$ cat src/rtl/bcd_updown_stopwatch.sv
// rtl/bcd_updown_stopwatch.sv - prescaled BCD up/down stopwatch with run/stop/lap FSM, preset load and lap freeze
module bcd_updown_stopwatch #(
    parameter int DIGITS    = 4,
    parameter int MAX_COUNT = 9999,
    parameter int CLK_HZ    = 100_000_000,
    parameter int TICK_HZ   = 10
) (
    input  logic                clk,
    input  logic                reset,
    input  logic                i_run_stop,
    input  logic                i_clear,
    input  logic                i_lap,
    input  logic                i_mode,
    input  logic                i_load,
    input  logic [4*DIGITS-1:0] i_load_val,
    output logic [4*DIGITS-1:0] o_count_bcd,
    output logic [4*DIGITS-1:0] o_disp_bcd,
    output logic                o_tick,
    output logic                o_wrap,
    output logic                o_running,
    output logic                o_lap,
    output logic                o_load_err
);

    localparam int W   = 4 * DIGITS;
    localparam int DIV = CLK_HZ / TICK_HZ;
    localparam int PW  = (DIV > 2) ? $clog2(DIV) : 1;
    localparam logic [PW-1:0] P_LAST = PW'(DIV - 1);

    // Convert a decimal integer into packed BCD digits, digit 0 in the low nibble.
    function automatic logic [W-1:0] to_bcd(input int unsigned v);
        logic [W-1:0] r;
        int unsigned  t;
        r = '0;
        t = v;
        for (int i = 0; i < DIGITS; i++) begin
            r[4*i +: 4] = 4'(t % 10);
            t           = t / 10;
        end
        return r;
    endfunction

    // Decimal +1 with carry rippling through the digits.
    function automatic logic [W-1:0] bcd_inc(input logic [W-1:0] v);
        logic [W-1:0] r;
        logic         c;
        r = v;
        c = 1'b1;
        for (int i = 0; i < DIGITS; i++) begin
            if (c) begin
                if (r[4*i +: 4] >= 4'd9) begin
                    r[4*i +: 4] = 4'd0;
                end else begin
                    r[4*i +: 4] = r[4*i +: 4] + 4'd1;
                    c           = 1'b0;
                end
            end
        end
        return r;
    endfunction

    // Decimal -1 with borrow rippling through the digits.
    function automatic logic [W-1:0] bcd_dec(input logic [W-1:0] v);
        logic [W-1:0] r;
        logic         b;
        r = v;
        b = 1'b1;
        for (int i = 0; i < DIGITS; i++) begin
            if (b) begin
                if (r[4*i +: 4] == 4'd0) begin
                    r[4*i +: 4] = 4'd9;
                end else begin
                    r[4*i +: 4] = r[4*i +: 4] - 4'd1;
                    b           = 1'b0;
                end
            end
        end
        return r;
    endfunction

    localparam logic [W-1:0] MAX_BCD = to_bcd(MAX_COUNT);

    typedef enum logic [1:0] {
        ST_STOP = 2'd0,
        ST_RUN  = 2'd1,
        ST_LAP  = 2'd2
    } state_t;

    state_t         r_state;
    state_t         w_next_state;
    logic [PW-1:0]  r_p;
    logic [W-1:0]   r_count;
    logic [W-1:0]   r_lap_val;
    logic           r_wrap;
    logic           r_load_err;

    logic           w_running;
    logic           w_tick;
    logic           w_step;
    logic           w_at_end;
    logic [W-1:0]   w_count_step;
    logic           w_load_valid;
    logic           w_load_ok;
    logic           w_load_bad;

    // State register for the run/stop/lap FSM.
    always_ff @(posedge clk or posedge reset) begin
        if (reset) begin
            r_state <= ST_STOP;
        end else begin
            r_state <= w_next_state;
        end
    end

    // Next state: clear beats run_stop, which beats lap.
    always_comb begin
        w_next_state = r_state;
        if (i_clear) begin
            w_next_state = ST_STOP;
        end else if (i_run_stop) begin
            case (r_state)
                ST_STOP: w_next_state = ST_RUN;
                default: w_next_state = ST_STOP;
            endcase
        end else if (i_lap) begin
            case (r_state)
                ST_RUN:  w_next_state = ST_LAP;
                ST_LAP:  w_next_state = ST_RUN;
                default: w_next_state = r_state;
            endcase
        end
    end

    // Tick/step decode, next count value and preset validation.
    always_comb begin
        w_running    = (r_state != ST_STOP);
        w_tick       = w_running && (r_p == P_LAST);
        w_step       = w_tick && (w_next_state != ST_STOP);
        w_at_end     = i_mode ? (r_count == '0) : (r_count == MAX_BCD);
        w_count_step = i_mode ? bcd_dec(r_count) : bcd_inc(r_count);
        if (w_at_end) begin
            w_count_step = i_mode ? MAX_BCD : '0;
        end
        w_load_valid = (i_load_val <= MAX_BCD);
        for (int i = 0; i < DIGITS; i++) begin
            if (i_load_val[4*i +: 4] > 4'd9) begin
                w_load_valid = 1'b0;
            end
        end
        w_load_ok  = !i_clear && (r_state == ST_STOP) && i_load && w_load_valid;
        w_load_bad = !i_clear && (r_state == ST_STOP) && i_load && !w_load_valid;
    end

    // Prescaler: runs only while counting; a stop on the tick cycle parks it at DIV-1.
    always_ff @(posedge clk or posedge reset) begin
        if (reset) begin
            r_p <= '0;
        end else if (i_clear) begin
            r_p <= '0;
        end else if (w_running) begin
            if (w_step) begin
                r_p <= '0;
            end else if (!w_tick) begin
                r_p <= r_p + 1'b1;
            end
        end
    end

    // Count register with step, preset load, and the wrap / load-error pulses.
    always_ff @(posedge clk or posedge reset) begin
        if (reset) begin
            r_count    <= '0;
            r_wrap     <= 1'b0;
            r_load_err <= 1'b0;
        end else begin
            r_wrap     <= w_step && w_at_end;
            r_load_err <= w_load_bad;
            if (i_clear) begin
                r_count <= '0;
            end else if (w_step) begin
                r_count <= w_count_step;
            end else if (w_load_ok) begin
                r_count <= i_load_val;
            end
        end
    end

    // Lap register: snapshot of the live count on entry to LAP.
    always_ff @(posedge clk or posedge reset) begin
        if (reset) begin
            r_lap_val <= '0;
        end else if (i_clear) begin
            r_lap_val <= '0;
        end else if ((r_state == ST_RUN) && (w_next_state == ST_LAP)) begin
            r_lap_val <= r_count;
        end
    end

    assign o_count_bcd = r_count;
    assign o_disp_bcd  = (r_state == ST_LAP) ? r_lap_val : r_count;
    assign o_tick      = w_tick;
    assign o_wrap      = r_wrap;
    assign o_running   = w_running;
    assign o_lap       = (r_state == ST_LAP);
    assign o_load_err  = r_load_err;

endmodule

$ cat config.mk
export PLATFORM = sky130hd
export DESIGN_NAME = bcd_updown_stopwatch
export DESIGN_NICKNAME = d
export VERILOG_FILES = /design/src/rtl/bcd_updown_stopwatch.sv
export SDC_FILE = /design/constraint.sdc
export NUM_CORES = 1
export LEC_CHECK = 0
export CORE_ASPECT_RATIO = 1.25
export CORE_UTILIZATION = 57
export CTS_BUF_LIST = sky130_fd_sc_hd__clkbuf_8
export DETAILED_ROUTE_END_ITERATION = 7
export GPL_ROUTABILITY_DRIVEN = 0
export GPL_TIMING_DRIVEN = 0
export PLACE_DENSITY = 0.83
export SYNTH_ARGS = -nofsm -noshare
export SYNTH_HDL_FRONTEND = slang
export SYNTH_SLANG_ARGS = --single-unit
export TNS_END_PERCENT = 5
$ cat constraint.sdc
create_clock -name clk -period 2.64 [get_ports clk]
set_input_delay 0.528 -clock clk [delete_from_list [all_inputs] [get_ports clk]]
set_output_delay 0.528 -clock clk [all_outputs]
set_load 0.1 [all_outputs]
Word-level counts from Yosys, hierarchy flattened
Index checks and enable logic that the tools add are counted.
{"block": "op_classes", "addsub": 9, "n_mul": 0, "div_mod_pow": 0, "magnitude_cmp": 9, "n_eq_ne": 12, "shift": 0, "n_mux": 47, "bitwise_logic": 0, "n_reduce_logical": 25}
{"op": "$mux 16", "n": 9}
{"op": "$mux 24", "n": 4}
{"op": "$mux 4", "n": 14}
{"op": "$ne 5x3->1 const B", "n": 6}
{"op": "$add 24x1->24 const B", "n": 1}
{"op": "$eq 24x24->1 const B", "n": 1}
{"op": "$add 4x1->4 const B", "n": 4}
{"op": "$eq 16x16->1 const B", "n": 1}
{"op": "$ge 4x4->1 const B", "n": 4}
{"op": "$gt 4x4->1 const B", "n": 4}
{"op": "$le 16x16->1 const B", "n": 1}
{"op": "$logic_not 16->1", "n": 1}
{"op": "$logic_not 4->1", "n": 4}
{"op": "$mux 1", "n": 16}
{"op": "$sub 4x1->4 const B", "n": 4}
{"op": "$reduce_and 3->1", "n": 3}
{"op": "$logic_and 1x1->1", "n": 8}
{"op": "$reduce_bool 2->1", "n": 4}
{"op": "$mux 2", "n": 3}
{"op": "$eq 2x2->1 const B", "n": 2}
{"op": "$pmux 2 s2", "n": 1}
{"op": "$ne 3x2->1 const B", "n": 1}
{"op": "$reduce_bool 3->1", "n": 1}
{"op": "$eq 2x1->1 const B", "n": 1}
{"op": "3 further kinds", "n": 4}
{"block": "word_totals", "regBits": 60, "latch_bits": 0, "ram_bits": 0, "rom_bits": 0, "input_bits": 23, "out_inout_bits": 37, "elab_cells": 111, "mem_count": 0}

Depth between registers and ports, before layout
{"block": "logic_depth", "word_depth": 10, "ltp_mapped": 9}

Worst setup path after synthesis
Ideal clock, no wire load.
{"block": "synth_path", "kind": "register to output", "start": "register r_state[1]", "end": "output o_disp_bcd[10]", "arrival_time_ns": 3.512, "setup_slack_ns": -1.400, "path_stages_with_launch": 4, "n_path_buf": 1, "cell_sequence": "dfrtp_1 -> nor2b_1 -> clkbuf_1 -> o21ai_0"}
{"block": "synth_between", "elab_chain_cells": 2}
{"element": "from (decl)", "line_no": "89", "text": "state_t r_state;"}
{"element": "from (signal assigned)", "line_no": "111", "text": "r_state <= w_next_state;"}
{"element": "$eq 2x2->1"}
{"element": "named net o_lap", "line_no": "21", "text": "output logic o_lap,"}
{"element": "$mux 16", "line_no": "200", "text": "assign o_disp_bcd = (r_state == ST_LAP) ? r_lap_val : r_count;"}
{"element": "to (decl)", "line_no": "17", "text": "output logic [4*DIGITS-1:0] o_disp_bcd,"}
The timed path passes the listed nets, and every way through them passes these cells.

Worst setup path in the final report
{"block": "layout_path", "start": "input i_lap", "end": "register r_p[14]"}
{"block": "layout_between", "elab_chain_cells": 8}
{"element": "from (decl)", "line_no": "12", "text": "input logic i_lap,"}
{"element": "$mux 2 *", "line_no": "125", "text": "end else if (i_lap) begin"}
{"element": "$mux 2 *", "line_no": "120", "text": "end else if (i_run_stop) begin"}
{"element": "$mux 2 *", "line_no": "118", "text": "if (i_clear) begin"}
{"element": "named net w_next_state[0]", "line_no": "90", "text": "state_t w_next_state;"}
{"element": "$reduce_bool 2->1 *", "line_no": "138", "text": "w_step = w_tick && (w_next_state != ST_STOP);"}
{"element": "$logic_and 1x1->1 *", "line_no": "138"}
{"element": "$mux 24", "line_no": "161", "text": "if (w_step) begin"}
{"element": "$mux 24", "line_no": "160", "text": "end else if (w_running) begin"}
{"element": "$mux 24", "line_no": "158", "text": "end else if (i_clear) begin"}
{"element": "to (signal assigned)", "line_no": "164", "text": "r_p <= r_p + 1'b1;"}
{"element": "to (decl)", "line_no": "91", "text": "logic [PW-1:0] r_p;"}
The timed path passes the listed nets; every way through them passes the cells marked *. The select of a mux whose other input is x is not followed.
A chain may end at the register's enable or synchronous reset.

==> flow_summary.json <==
{
  "cp.arrival_ns": 2.96,
  "synth_compound_area_frac": 0.1748,
  "vias": 4046,
  "clkTransAtPathRegs_ns": 0.07,
  "io_pins": 60,
  "cpLargestDelayFamily": "compound AO/OA/AOI/OAI gates",
  "async_flop_share": 1.000,
  "peakVddDrop_mv": 0.3695,
  "p_int_w": 0.001703,
  "htree_levels": 3,
  "cts_tree": "done",
  "synthFlopType": "dfrtp_1",
  "crit_type": "in2reg",
  "synth_cell_type_count": 54,
  "synth_top_area_frac": 0.3731,
  "finalPower_w": 0.002680,
  "synthXorXnorAreaFrac": 0.04571,
  "hold_viol_final": 0,
  "cts.sinks": 60,
  "fmax_ghz": 0.3742,
  "dieHeight_um": 95.94,
  "globalRoute.totalOverflow": 0,
  "dr.pass1.iters": 6,
  "synth_commonest_cells": "67 x nand2_1, 62 x o21ai_0, 60 x dfrtp_1, 43 x nor2_1, 24 x inv_1",
  "yosysWarnings": 0,
  "cts_max_path_buffers": 2,
  "powerDensity_nw_per_um2": 534.6,
  "drc_errors": 0,
  "setup.worst_path.end_class": "flop",
  "switchingPower_w": 0.0009774,
  "core_area_um2": 6689,
  "dpl_cell_area_um2": 4773,
  "required_ns": 2.93,
  "numCtsBuffers": 9,
  "comb_power_share": 0.288,
  "finalSetupTns_ns": -0.03251,
  "p_clk_frac": 0.341,
  "slew_headroom": 0.3501,
  "grt_pass1_vias": 3953,
  "fin_skew_ns": 0.006868,
  "synth_top_family_by_area": "simple AND/OR/NAND/NOR gates",
  "wl_mm": 11.81,
  "slowest_stage": "clkdlybuf4s50_1",
  "syn_area_um2": 4024,
  "synth_fa_ha_area_frac": 0.04353,
  "worst_pin_slew_ns": 0.9718,
  "path_cells": "clkdlybuf4s50_1, mux2i_1, a211oi_2, o211ai_1, clkbuf_1, o21ai_0, a211oi_1, o21a_1",
  "yosys.area.top_type": "dfrtp_1",
  "status": "complete, but fails checks",
  "cap_violations": 0,
  "ys_top_cells_by_area": "dfrtp_1 37%, o21ai_0 7.7%, nand2_1 6.3%",
  "drt_iter0_drc": 347,
  "viasPerCell": 6.292,
  "cp_num_buf_inv": 2,
  "setup_viol": 1,
  "final_nets": 588,
  "antenna_found_initial": 0,
  "die_area_um2": 7401,
  "synth_edf_count": 0,
  "diodes": 0,
  "drv_slew": 0,
  "swShare": 0.3647,
  "die_x_um": 77.15,
  "dp_hpwl_mm": 8.496,
  "stdcell_area_um2": 5014,
  "synthCells": 480,
  "syn_avg_cell_area_um2": 8.383,
  "start_util": 0.6016,
  "synth.most_common_cell": "nand2_1",
  "seq_area_frac_synth": 0.3731,
  "period_minus_slack_ns": 2.673,
  "seqPwrFrac": 0.372,
  "period_share": 1.012,
  "clock_latency_ns": 0.35,
  "violations": "negative setup slack",
  "start_kind": "primary input",
  "cts-root-buf": "clkbuf_8",
  "synth_mux_area_frac": 0.06468,
  "port_buffers": 57,
  "cpPeakStageDelay_ns": 0.57,
  "grt_setup_unrepaired": "yes",
  "syn2layout_area_growth_pct": 24.60,
  "power.leakage_nw": 2.057,
  "grt_util_all_layers": 0.3369,
  "ctsHoldBuffers": 0,
  "num_rows": 33,
  "hold_class": "in2reg",
  "grt_max_degree": 42,
  "ys_ff_latch": 60,
  "wl_per_cell_um": 18.37,
  "ant_nets": 0,
  "synthSimpleGateAreaFrac": 0.2407,
  "crit_fanout": 10,
  "layout-drive-gt1-share": 0.1673,
  "syn_nets": 517,
  "grt_pass1_wl_mm": 19.16,
  "fin_ws_ns": -0.03251
}
==> power groups by stage <==
stage | registers [W] | clock network (W) | logic (W)
3_5_place_dp | 0.00101 | 0 | 0.000767
4_1_cts | 0.000994 | 0.000915 | 0.000757
6_report | 0.000996 | 0.000913 | 0.000771
3_3_place_gp | 0.00101 | 0 | 0.000752
5_1_grt | 0.00100 | 0.000948 | 0.000813
2_1_floorplan | 0.00114 | 0 | 0.000430
==> routing by layer <==
metal | global-route usage | up-vias | wire length (um)
li1 | - | 1843 | -
met1 | 0.3886 | 1938 | 4492
met2 | 0.5855 | 205 | 6007
met3 | 0.04645 | 60 | 735
met4 | 0.2296 | 0 | 576
met5 | 0 | - | 0
==> path summary, 6_finish.rpt <==
check	cells past startpoint	slack, ns	startpoint	endpoint
setup / recovery	8	-0.03	i_lap	r_p[14]$_DFFE_PP0P_
min in group asynchronous	2	0.51	reset	r_lap_val[0]$_DFFE_PP0P_
setup reg to reg	7	0.07	o_count_bcd[8]$_DFFE_PP0P_	o_count_bcd[14]$_DFFE_PP0P_
hold reg to reg	2	0.54	r_lap_val[1]$_DFFE_PP0P_	r_lap_val[1]$_DFFE_PP0P_
hold / removal	2	0.45	i_clear	r_state[0]$_DFF_PP0_
max in group asynchronous	3	1.56	reset	o_count_bcd[12]$_DFFE_PP0P_
==> cell families after synthesis <==
| logic type | count (synthesis) |
|---|---|
| and+or+nand+nor | 193 |
| AOI/OAI and AO/OA | 119 |
| DFF | 60 |
| buffers and inverters | 52 |
| xor gates and xnor gates | 21 |
| muxes | 21 |
| adders and majority gates | 14 |
==> per-stage QoR <==
step,std cells,hold slack (ns),setup WS [ns],util
2_1_floorplan,480,0.5030,-0.4908,-
3_5_place_dp,625,0.5244,-0.7037,0.7136
3_3_place_gp,624,0.5139,-0.6417,0.7106
4_1_cts,643,0.4317,-0.2251,0.7437
6_report,643,0.4479,-0.03251,0.7495
5_1_grt,643,0.4420,-0.1312,0.7495
==> worst reg2reg max path: cells and delay by family (launching register included) <==
kind                     cells  cell delay, ns
multiplexers                 1            0.39
buffers and inverters        1            0.19
AO/OA/AOI/OAI                1            0.37
flip-flops                   1            0.50
adder cells (fa/ha/maj)      1            0.26
AND/OR/NAND/NOR              3            0.75
==> state kept, by name (all words and copies together), names as in the netlist <==
signal / cells
o_count_bcd: 16
o_load_err: 1
o_wrap: 1
r_lap_val: 16
r_p: 24
r_state: 2
==> area by class of cell <==
class	instances	area, um2
clock inverter	3	42.54
buffer	27	141.4
inverter	25	93.84
multi-input combinational	368	2376
sequential	60	1501
fill	532	1675
clock buffer	13	178.9
timing repair buffer	60	570.5
tap	87	108.9
==> cells in the final DEF, fill, tap and decap left out, drive strengths merged, types with 3 or more instances in the layout <==
master / Yosys / layout
o21ai: 62 / 62
inv: 24 / 24
nand2b: 7 / 7
mux4: 3 / 3
mux2: 10 / 10
clkdlybuf4s50: 0 / 38
nor3: 10 / 10
o21bai: 3 / 3
xor2: 7 / 7
a211oi: 8 / 8
o211ai: 4 / 4
nor4b: 7 / 7
or2: 3 / 3
mux2i: 8 / 8
nor4: 8 / 8
dfrtp: 60 / 60
nand3b: 3 / 3
nand4: 8 / 8
a21oi: 16 / 16
ha: 14 / 14
o41ai: 3 / 3
clkbuf: 24 / 48
o22ai: 4 / 4
nor2: 44 / 44
buf: 3 / 12
nand3: 20 / 20
xnor2: 14 / 14
a31oi: 8 / 8
nand2: 67 / 67
==> repair_timing <==
item	CTS	global route
setup endpoints to repair	36	33
pin swaps	1	0
setup buffers	2	0
gates resized for setup	97	20
Power figures use the tool's default switching activity.
